$ cat src/rtl/multi_packet_config_pkg.sv
// Shared constants for the multi-channel packet generator register block.
// Response codes, register offsets and the version word.
package multi_packet_config_pkg;

   localparam int CH_STRIDE = 8;

   localparam logic [1:0] RESP_OKAY   = 2'd0;
   localparam logic [1:0] RESP_SLVERR = 2'd2;
   localparam logic [1:0] RESP_DECERR = 2'd3;

   localparam logic [2:0] R_PACKET_COUNT = 3'd0;
   localparam logic [2:0] R_PACKET_LEN   = 3'd1;
   localparam logic [2:0] R_IDLE_CYCLES  = 3'd2;
   localparam logic [2:0] R_INIT_VALUE   = 3'd3;
   localparam logic [2:0] R_STATUS       = 3'd4;
   localparam logic [2:0] R_CONTROL      = 3'd5;

   localparam logic [2:0] G_START_MASK = 3'd0;
   localparam logic [2:0] G_BUSY_MASK  = 3'd1;
   localparam logic [2:0] G_DONE_MASK  = 3'd2;
   localparam logic [2:0] G_IRQ_ENABLE = 3'd3;
   localparam logic [2:0] G_VERSION    = 3'd4;

   localparam logic [31:0] VERSION_BASE = 32'h0002_0000;

   function automatic logic [31:0] version_word(input int num_ch);
      return VERSION_BASE | 32'(num_ch);
   endfunction

endpackage

$ cat src/rtl/packet_chan_regs.sv
// One generator channel: four config registers, sticky done flag
// and the busy falling-edge detector that sets it.
module packet_chan_regs #(
   parameter int LEN_W               = 16,
   parameter int DEFAULT_PACKET_LEN  = 256,
   parameter int DEFAULT_IDLE_CYCLES = 1,
   parameter int DEFAULT_INIT_VALUE  = 0
) (
   input  logic             clk,
   input  logic             reset,
   input  logic [31:0]      wdata,
   input  logic             we_count,
   input  logic             we_len,
   input  logic             we_idle,
   input  logic             we_init,
   input  logic             clr_done,
   input  logic             busy,
   output logic [31:0]      packet_count,
   output logic [LEN_W-1:0] packet_len,
   output logic [15:0]      idle_cycles,
   output logic [15:0]      initial_value,
   output logic             done
);

   logic busy_d;

   // config registers; enables arrive already qualified by the decoder
   always_ff @(posedge clk or posedge reset) begin
      if (reset) begin
         packet_count  <= '0;
         packet_len    <= LEN_W'(DEFAULT_PACKET_LEN);
         idle_cycles   <= 16'(DEFAULT_IDLE_CYCLES);
         initial_value <= 16'(DEFAULT_INIT_VALUE);
      end else begin
         if (we_count) packet_count  <= wdata;
         if (we_len)   packet_len    <= wdata[LEN_W-1:0];
         if (we_idle)  idle_cycles   <= wdata[15:0];
         if (we_init)  initial_value <= wdata[15:0];
      end
   end

   // busy falling edge sets done; a set beats a same-cycle clear
   always_ff @(posedge clk or posedge reset) begin
      if (reset) begin
         busy_d <= 1'b0;
         done   <= 1'b0;
      end else begin
         busy_d <= busy;
         if (busy_d && !busy) done <= 1'b1;
         else if (clr_done)   done <= 1'b0;
      end
   end

endmodule

$ cat src/rtl/multi_packet_config.sv
// AXI4-Lite (ASHI side) register block driving NUM_CH packet generators.
// Adds status, abort, sticky done, synchronous multi-start and an irq.
module multi_packet_config
   import multi_packet_config_pkg::*;
#(
   parameter int NUM_CH              = 4,
   parameter int LEN_W               = 16,
   parameter int MAX_LEN             = 9600,
   parameter int DEFAULT_PACKET_LEN  = 256,
   parameter int DEFAULT_IDLE_CYCLES = 1,
   parameter int DEFAULT_INIT_VALUE  = 0
) (
   input  logic                    clk,
   input  logic                    reset,
   input  logic [31:0]             ashi_windx,
   input  logic [31:0]             ashi_wdata,
   input  logic                    ashi_write,
   output logic [1:0]              ashi_wresp,
   output logic                    ashi_widle,
   input  logic [31:0]             ashi_rindx,
   input  logic                    ashi_read,
   output logic [31:0]             ashi_rdata,
   output logic [1:0]              ashi_rresp,
   output logic                    ashi_ridle,
   output logic [NUM_CH*LEN_W-1:0] packet_len,
   output logic [NUM_CH*32-1:0]    packet_count,
   output logic [NUM_CH*16-1:0]    idle_cycles,
   output logic [NUM_CH*16-1:0]    initial_value,
   output logic [NUM_CH-1:0]       start,
   output logic [NUM_CH-1:0]       abort,
   input  logic [NUM_CH-1:0]       packet_gen_busy,
   output logic                    irq
);

   localparam int GBASE = NUM_CH * CH_STRIDE;

   localparam logic [0:0] S_IDLE = 1'b0;
   localparam logic [0:0] S_RESP = 1'b1;

   logic [0:0] wstate;
   logic [0:0] rstate;

   logic [31:0]      cnt_a [NUM_CH];
   logic [LEN_W-1:0] len_a [NUM_CH];
   logic [15:0]      idl_a [NUM_CH];
   logic [15:0]      ini_a [NUM_CH];
   logic [NUM_CH-1:0] done;
   logic [NUM_CH-1:0] cnt_nz;
   logic [NUM_CH-1:0] irq_en;

   logic              wr_fire;
   logic              rd_fire;
   logic              len_ok;
   logic [2:0]        wreg;
   logic [2:0]        rreg;
   logic [31:0]       wch;
   logic [31:0]       rch;
   logic [NUM_CH-1:0] wr_cnt;
   logic [NUM_CH-1:0] wr_len;
   logic [NUM_CH-1:0] wr_idl;
   logic [NUM_CH-1:0] wr_ini;
   logic [NUM_CH-1:0] clr_n;
   logic [NUM_CH-1:0] start_n;
   logic [NUM_CH-1:0] abort_n;
   logic              irq_we;
   logic [1:0]        wresp_n;
   logic [31:0]       rdata_n;
   logic [1:0]        rresp_n;

   assign wr_fire = ashi_write && (wstate == S_IDLE);
   assign rd_fire = ashi_read && (rstate == S_IDLE);
   assign ashi_widle = !ashi_write && (wstate == S_IDLE);
   assign ashi_ridle = !ashi_read && (rstate == S_IDLE);

   assign wreg = ashi_windx[2:0];
   assign rreg = ashi_rindx[2:0];
   assign wch  = ashi_windx >> 3;
   assign rch  = ashi_rindx >> 3;

   assign len_ok = (ashi_wdata != '0)
                && (ashi_wdata <= 32'(MAX_LEN));

   assign irq = |(done & irq_en);

   for (genvar g = 0; g < NUM_CH; g++) begin : g_ch
      packet_chan_regs #(
         .LEN_W               (LEN_W),
         .DEFAULT_PACKET_LEN  (DEFAULT_PACKET_LEN),
         .DEFAULT_IDLE_CYCLES (DEFAULT_IDLE_CYCLES),
         .DEFAULT_INIT_VALUE  (DEFAULT_INIT_VALUE)
      ) u_regs (
         .clk           (clk),
         .reset         (reset),
         .wdata         (ashi_wdata),
         .we_count      (wr_cnt[g]),
         .we_len        (wr_len[g]),
         .we_idle       (wr_idl[g]),
         .we_init       (wr_ini[g]),
         .clr_done      (clr_n[g]),
         .busy          (packet_gen_busy[g]),
         .packet_count  (cnt_a[g]),
         .packet_len    (len_a[g]),
         .idle_cycles   (idl_a[g]),
         .initial_value (ini_a[g]),
         .done          (done[g])
      );
      assign packet_count[g*32 +: 32]     = cnt_a[g];
      assign packet_len[g*LEN_W +: LEN_W] = len_a[g];
      assign idle_cycles[g*16 +: 16]      = idl_a[g];
      assign initial_value[g*16 +: 16]    = ini_a[g];
   end

   // channels that hold a runnable (nonzero) packet count
   always_comb begin
      cnt_nz = '0;
      for (int i = 0; i < NUM_CH; i++) cnt_nz[i] = |cnt_a[i];
   end

   // write decode: enables, pulses and response for the strobed access
   always_comb begin
      wr_cnt  = '0;
      wr_len  = '0;
      wr_idl  = '0;
      wr_ini  = '0;
      clr_n   = '0;
      start_n = '0;
      abort_n = '0;
      irq_we  = 1'b0;
      wresp_n = RESP_OKAY;
      if (wr_fire) begin
         if (ashi_windx < 32'(GBASE)) begin
            for (int i = 0; i < NUM_CH; i++) begin
               if (wch == 32'(i)) begin
                  unique case (1'b1)
                     (wreg <= R_INIT_VALUE): begin
                        if (packet_gen_busy[i]) begin
                           wresp_n = RESP_SLVERR;
                        end else if (wreg == R_PACKET_LEN && !len_ok) begin
                           wresp_n = RESP_SLVERR;
                        end else begin
                           wr_cnt[i]  = (wreg == R_PACKET_COUNT);
                           wr_len[i]  = (wreg == R_PACKET_LEN);
                           wr_idl[i]  = (wreg == R_IDLE_CYCLES);
                           wr_ini[i]  = (wreg == R_INIT_VALUE);
                           start_n[i] = (wreg == R_PACKET_COUNT)
                                     && (ashi_wdata != '0);
                        end
                     end
                     (wreg == R_CONTROL): begin
                        abort_n[i] = ashi_wdata[0];
                        clr_n[i]   = ashi_wdata[1];
                     end
                     default: wresp_n = RESP_DECERR;
                  endcase
               end
            end
         end else if (ashi_windx < 32'(GBASE + CH_STRIDE)) begin
            unique case (1'b1)
               (wreg == G_START_MASK):
                  start_n = ashi_wdata[NUM_CH-1:0] & cnt_nz & ~packet_gen_busy;
               (wreg == G_DONE_MASK):
                  clr_n = ashi_wdata[NUM_CH-1:0];
               (wreg == G_IRQ_ENABLE):
                  irq_we = 1'b1;
               default: wresp_n = RESP_DECERR;
            endcase
         end else begin
            wresp_n = RESP_DECERR;
         end
      end
   end

   // read mux: data and response for the strobed index
   always_comb begin
      rdata_n = '0;
      rresp_n = RESP_OKAY;
      if (ashi_rindx < 32'(GBASE)) begin
         for (int i = 0; i < NUM_CH; i++) begin
            if (rch == 32'(i)) begin
               unique case (1'b1)
                  (rreg == R_PACKET_COUNT): rdata_n = cnt_a[i];
                  (rreg == R_PACKET_LEN):   rdata_n = 32'(len_a[i]);
                  (rreg == R_IDLE_CYCLES):  rdata_n = 32'(idl_a[i]);
                  (rreg == R_INIT_VALUE):   rdata_n = 32'(ini_a[i]);
                  (rreg == R_STATUS):
                     rdata_n = {30'd0, done[i], packet_gen_busy[i]};
                  default: rresp_n = RESP_DECERR;
               endcase
            end
         end
      end else if (ashi_rindx < 32'(GBASE + CH_STRIDE)) begin
         unique case (1'b1)
            (rreg == G_BUSY_MASK):  rdata_n = 32'(packet_gen_busy);
            (rreg == G_DONE_MASK):  rdata_n = 32'(done);
            (rreg == G_IRQ_ENABLE): rdata_n = 32'(irq_en);
            (rreg == G_VERSION):    rdata_n = version_word(NUM_CH);
            default: rresp_n = RESP_DECERR;
         endcase
      end else begin
         rresp_n = RESP_DECERR;
      end
   end

   // write handler: two-state FSM, response and one-cycle pulses
   always_ff @(posedge clk or posedge reset) begin
      if (reset) begin
         wstate     <= S_IDLE;
         ashi_wresp <= RESP_OKAY;
         start      <= '0;
         abort      <= '0;
      end else begin
         start <= start_n;
         abort <= abort_n;
         if (wr_fire) begin
            wstate     <= S_RESP;
            ashi_wresp <= wresp_n;
         end else begin
            wstate <= S_IDLE;
         end
      end
   end

   // interrupt enable register
   always_ff @(posedge clk or posedge reset) begin
      if (reset)       irq_en <= '0;
      else if (irq_we) irq_en <= ashi_wdata[NUM_CH-1:0];
   end

   // read handler: two-state FSM, data captured at the strobe
   always_ff @(posedge clk or posedge reset) begin
      if (reset) begin
         rstate     <= S_IDLE;
         ashi_rdata <= '0;
         ashi_rresp <= RESP_OKAY;
      end else if (rd_fire) begin
         rstate     <= S_RESP;
         ashi_rdata <= rdata_n;
         ashi_rresp <= rresp_n;
      end else begin
         rstate <= S_IDLE;
      end
   end

endmodule

$ cat config.mk
export PLATFORM = sky130hd
export DESIGN_NAME = multi_packet_config
export DESIGN_NICKNAME = d
export VERILOG_FILES = /design/src/rtl/multi_packet_config_pkg.sv /design/src/rtl/packet_chan_regs.sv /design/src/rtl/multi_packet_config.sv
export SDC_FILE = /design/constraint.sdc
export NUM_CORES = 1
export LEC_CHECK = 0
export CAP_MARGIN = 20
export CORE_MARGIN = 2
export CORE_UTILIZATION = 49
export DETAILED_ROUTE_END_ITERATION = 8
export GPL_TIMING_DRIVEN = 0
export HOLD_SLACK_MARGIN = 0.12
export PLACE_DENSITY = 0.9
export SLEW_MARGIN = 15
export SYNTH_ARGS = -nofsm -noshare
export SYNTH_HDL_FRONTEND = slang
export SYNTH_SLANG_ARGS = --single-unit
$ cat constraint.sdc
create_clock -name clk -period 14.6 [get_ports clk]
set_clock_uncertainty 0.1 [all_clocks]
set_input_delay 2.92 -clock clk [delete_from_list [all_inputs] [get_ports clk]]
set_output_delay 2.92 -clock clk [all_outputs]
set_load 0.02 [all_outputs]
### Yosys cells after proc, flatten, opt, wreduce, memory -nomap -nowiden

Cells that the tools add are included.

| cells by class | value |
|---|---|
| equality and inequality tests | 14 |
| mux-type cells | 148 |
| $lt $le $gt $ge | 6 |
| bitwise operators | 6 |
| reductions and logical operators | 35 |

Operators with widths:

| cell | count |
|---|---|
| $pmux W32 S5 | 4 |
| $mux W32 | 5 |
| $lt A32 B6 Y1 const B | 4 |
| $reduce_or A32 Y1 | 4 |
| $eq A29 B2 Y1 const B | 4 |
| $mux W1 | 89 |
| $mux W4 | 18 |
| $pmux W18 S4 | 1 |
| $logic_not A32 Y1 | 2 |
| $eq A29 B1 Y1 const B | 2 |
| $mux W2 | 26 |
| $le A32 B14 Y1 const B | 1 |
| $reduce_bool A32 Y1 | 1 |
| $mux W18 | 1 |
| $pmux W2 S2 | 4 |
| $and A4 B4 Y4 | 3 |
| $eq A3 B2 Y1 const B | 4 |
| $logic_and A1 B1 Y1 | 11 |
| $reduce_bool A2 Y1 | 4 |
| $reduce_or A4 Y1 | 2 |
| $logic_not A1 Y1 | 7 |
| $eq A3 B1 Y1 const B | 2 |
| $eq A3 B3 Y1 const B | 2 |
| $logic_not A3 Y1 | 2 |
| other kinds (5) | 6 |

| word-level totals | value |
|---|---|
| logic and storage cells | 241 |
| flip-flop bits (word level) | 378 |

### Longest topological paths before layout

| depth | value |
|---|---|
| word-level depth | 21 |
| depth in mapped cells | 8 |
| depth with buffers taken out | 6 |

### By module

Synthesis repeated with hierarchy kept, for this count alone.

| unflattened totals | value |
|---|---|
| cell total of the unflattened synthesis | 1393 |
| area total of the unflattened synthesis | 19137.1 um^2 |

Modules (own cells, without submodules):

| module | instances | sequential area each (um^2) | area an instance (um^2) | cells an instance |
|---|---|---|---|---|
| packet_chan_regs | 4 | 2054.5 | 3363.2 | 176 |
| multi_packet_config | 1 | 1226.2 | 5684.2 | 689 |

### Worst setup path before layout

Ideal clock, no wire load.

| timing | value |
|---|---|
| path type | input port to output port |
| start point | input ashi_read |
| end point | output ashi_ridle |
| buffers on the path | 0 |
| slack | 8367 ps |
| arrival | 3213 ps |
| stages on the path | 1 |
| data required time | 11580 ps |
| cell sequence | nor2_1 |

| on the way | value |
|---|---|
| longest elaborated chain between the ends | 2 |

Ends and longest elaborated chain:

| item | RTL line | source |
|---|---|---|
| start: declaration | multi_packet_config.sv:21 | `input logic ashi_read,` |
| $logic_not A1 Y1 | multi_packet_config.sv:73 | `assign ashi_ridle = !ashi_read && (rstate == S_IDLE);` |
| $logic_and A1 B1 Y1 | multi_packet_config.sv:73 |  |
| end: declaration | multi_packet_config.sv:24 | `output logic ashi_ridle,` |

Every way passes these cells.

### Final worst setup path

Same ends and word-level chain as after synthesis.

==> metrics <==
CP max stage delay=0.64 ns; fin area=0.0245 mm^2; CTS Buf Count=41; Cell Pwr Density=91.6 mW/mm^2; worst setup margin=7.39 ns; Pleak=11.0 nW; largest net degree at the start of global routing=99; Placer Congestion=0.958; largest cells by area after synthesis=dfrtp_1, mux2_2, mux4_2, mux2i_1, nor4_1; First DRT Iteration DRCs=1,440; worst path cell trace=clkdlybuf4s50_1 -> nor2_1 -> clkdlybuf4s50_1; Total GRT Usage=38.9%; clk slew on worst S/H paths=0.06 ns; cell with the most instances after synthesis=dfrtp_1; cts repair resizes=0; setup_tns=0 ns; Final Instance Count excl. Fillers=2,337; Pre-antenna DRT Iters=6; CP max FO=2; Routed WL=74,700 um; Final ANT Viol Nets=0; Clock Path Buffers=3; EDFF count, synth=0; Slew @ Worst Pin=1.23 ns; Rel. slew slack=18.1%; Final Hold Viols=0; Synth top cells by count=dfrtp_1, mux2_2, clkbuf_1; Yosys cell types=61; dpl cell area=0.0231 mm^2; Worst EP arrival=4.19 ns; Main synth FF type=dfrtp_1; CP Class=input pin to primary output; status=finished clean; DP Worst Slack=7.38 ns; Ports=471; Async SR Flop Fraction=100%; synthesized area=0.0177 mm^2; leading area contributor after synthesis=dfrtp_1; total gr overflow=0; Startpoint Class=input pin; Crit path top cell by count=clkdlybuf4s50_1; fin crit share=49.4%; DR vias=15,200; layout cell share with drive strength beyond 1=26.2%; Syn-to-layout area delta=38.0%; Synth top area share=52.1%; full die area=0.0377 mm^2; clk_lat worst skew=0.56 ns; Final #Nets=1,948; IO buf count=466; Syn. warnings=0; Tmin final=7.21 ns; Syn Inst Count=1,328; maxcap violations=0; DRC viols=0; CTS Hold Bufs=0; hold slack=0.377 ns; root buffer cell=clkbuf_16; Setup Fix Bufs, Post-CTS=0; CTS tree=yes; Chip Width=194 um; fmax=139 MHz; class of the worst hold path=flip-flop to flip-flop; endpoints failing setup=0; CP Data Required Time=11.58 ns; H-tree depth=2; initial antenna violation count=0; Mapped Nets=1,432; Initial Util=49.8%; core outline area=0.0356 mm^2; Synth Register Bits=377; Crit. End Element=primary output; VDD IR-drop max=89.8 uV; cell row count=69; Die Y=194 um; DPL Wire Length=56,500 um; Inserted Diodes=0; Max stage delay cell, worst path=clkdlybuf4s50_1; average vias per placed instance=6.52; placed insts=2,260; number of global-route vias before repair=15,500; Mean Syn Cell Area=13.3 um^2; Routed WL per cell=32.0 um; fin. max-slew vios=0; CTS sink cnt=377; first-pass GRT wire length=108,000 um; RSZ-0062 raised after global routing=false; register area share after synthesis=53.3%
## sequential cells by signal, summed over array words and instances, names as in the netlist, 2 cells and up
signal / cells
g_ch.u_regs.packet_count: 128
g_ch.u_regs.idle_cycles: 64
g_ch.u_regs.busy_d: 4
abort: 4
g_ch.u_regs.done: 4
g_ch.u_regs.packet_len: 64
start: 4
ashi_wresp: 2
ashi_rdata: 32
irq_en: 4
g_ch.u_regs.initial_value: 64
## worst max-delay path, delay by kind of cell
kind          cells  cell delay (ns)
buf+inv           2             1.09
simple gates      1             0.18
## area by class of cell
class | instances | area, um^2
plain buffers | 97 | 399
clock buffers | 64 | 1220
clock inverters | 11 | 116
fillers | 2527 | 11100
inverters | 12 | 52.6
multi-input cells | 842 | 7850
flip-flops and latches | 377 | 9440
well taps | 461 | 577
repair buffers | 473 | 4800
## metal layers
metal	part of all wire [%]	track usage, %	vias to the layer above
met5	0	0	-
met4	5.9	19.6	0
met3	12	12.4	241
met2	48	63.8	1095
met1	35	46.3	7820
li1	-	-	6076
## power by group
group	internal, W	switching (W)
Clock	0.000612	0.000439
Combinational	0.0000483	0.0000955
Sequential	0.00105	0.000000328
Total	0.00171	0.000535
## through the flow
step | util (%) | total power [W]
finish | 68.8 | 0.00224
global route | 68.8 | 0.00229
CTS | 68.7 | 0.00224
detailed placement | 64.9 | 0.00120
global placement | 64.6 | 0.00120
floorplan | - | 0.00113
## cells by family (layout without fill, tap and decap cells)
| logic type | Yosys count | after routing | synth area share (%) |
|---|---|---|---|
| flip-flops | 377 | 377 | 53.3 |
| multiplexers | 418 | 418 | 29.2 |
| buffers and inverters | 109 | 657 | 2.51 |
| AO/OA/AOI/OAI | 135 | 135 | 5.33 |
| AND/OR/NAND/NOR | 289 | 289 | 9.73 |
## path summary, 6_finish.rpt
| path | cells after the start | from | endpoint | slack, ns |
|---|---|---|---|---|
| max | 3 | ashi_read | ashi_ridle | 7.39 |
| min in group asynchronous | 2 | reset | g_ch[2].u_regs.packet_len[7] | 2.69 |
| max in group asynchronous | 3 | reset | g_ch[0].u_regs.packet_len[8] | 10.87 |
| min reg2reg | 2 | ashi_rdata[22] | ashi_rdata[22] | 0.38 |
| min | 2 | ashi_rdata[22] | ashi_rdata[22] | 0.38 |
| max reg2reg | 7 | wstate | g_ch[0].u_regs.initial_value[8] | 10.88 |
## cell usage in the layout (no fill, tap or decap), drive strengths merged, types with 2 or more instances in the layout
cell           instances
and2                   3
o22ai                 34
or4                   10
and3                   2
mux4                  45
or3                    6
or3b                   3
nor2b                 21
nand2b                 9
a22oi                 17
bufinv                 2
nand2                 38
nor4                  59
a221oi                 4
mux2                 337
clkdlybuf4s50        466
a22o                  11
o31ai                 17
nor3                  15
clkbuf               134
nand4                 17
clkinv                 7
buf                   34
a32oi                  8
dfstp                  8
nand3                 45
inv                   14
o221ai                 2
mux2i                 36
a21oi                  3
dfrtp                369
nor2                  46
o211ai                 4
o21ai                 22
or2                    6
a31oi                  4
No activity file was read; power rests on OpenSTA's default activity.
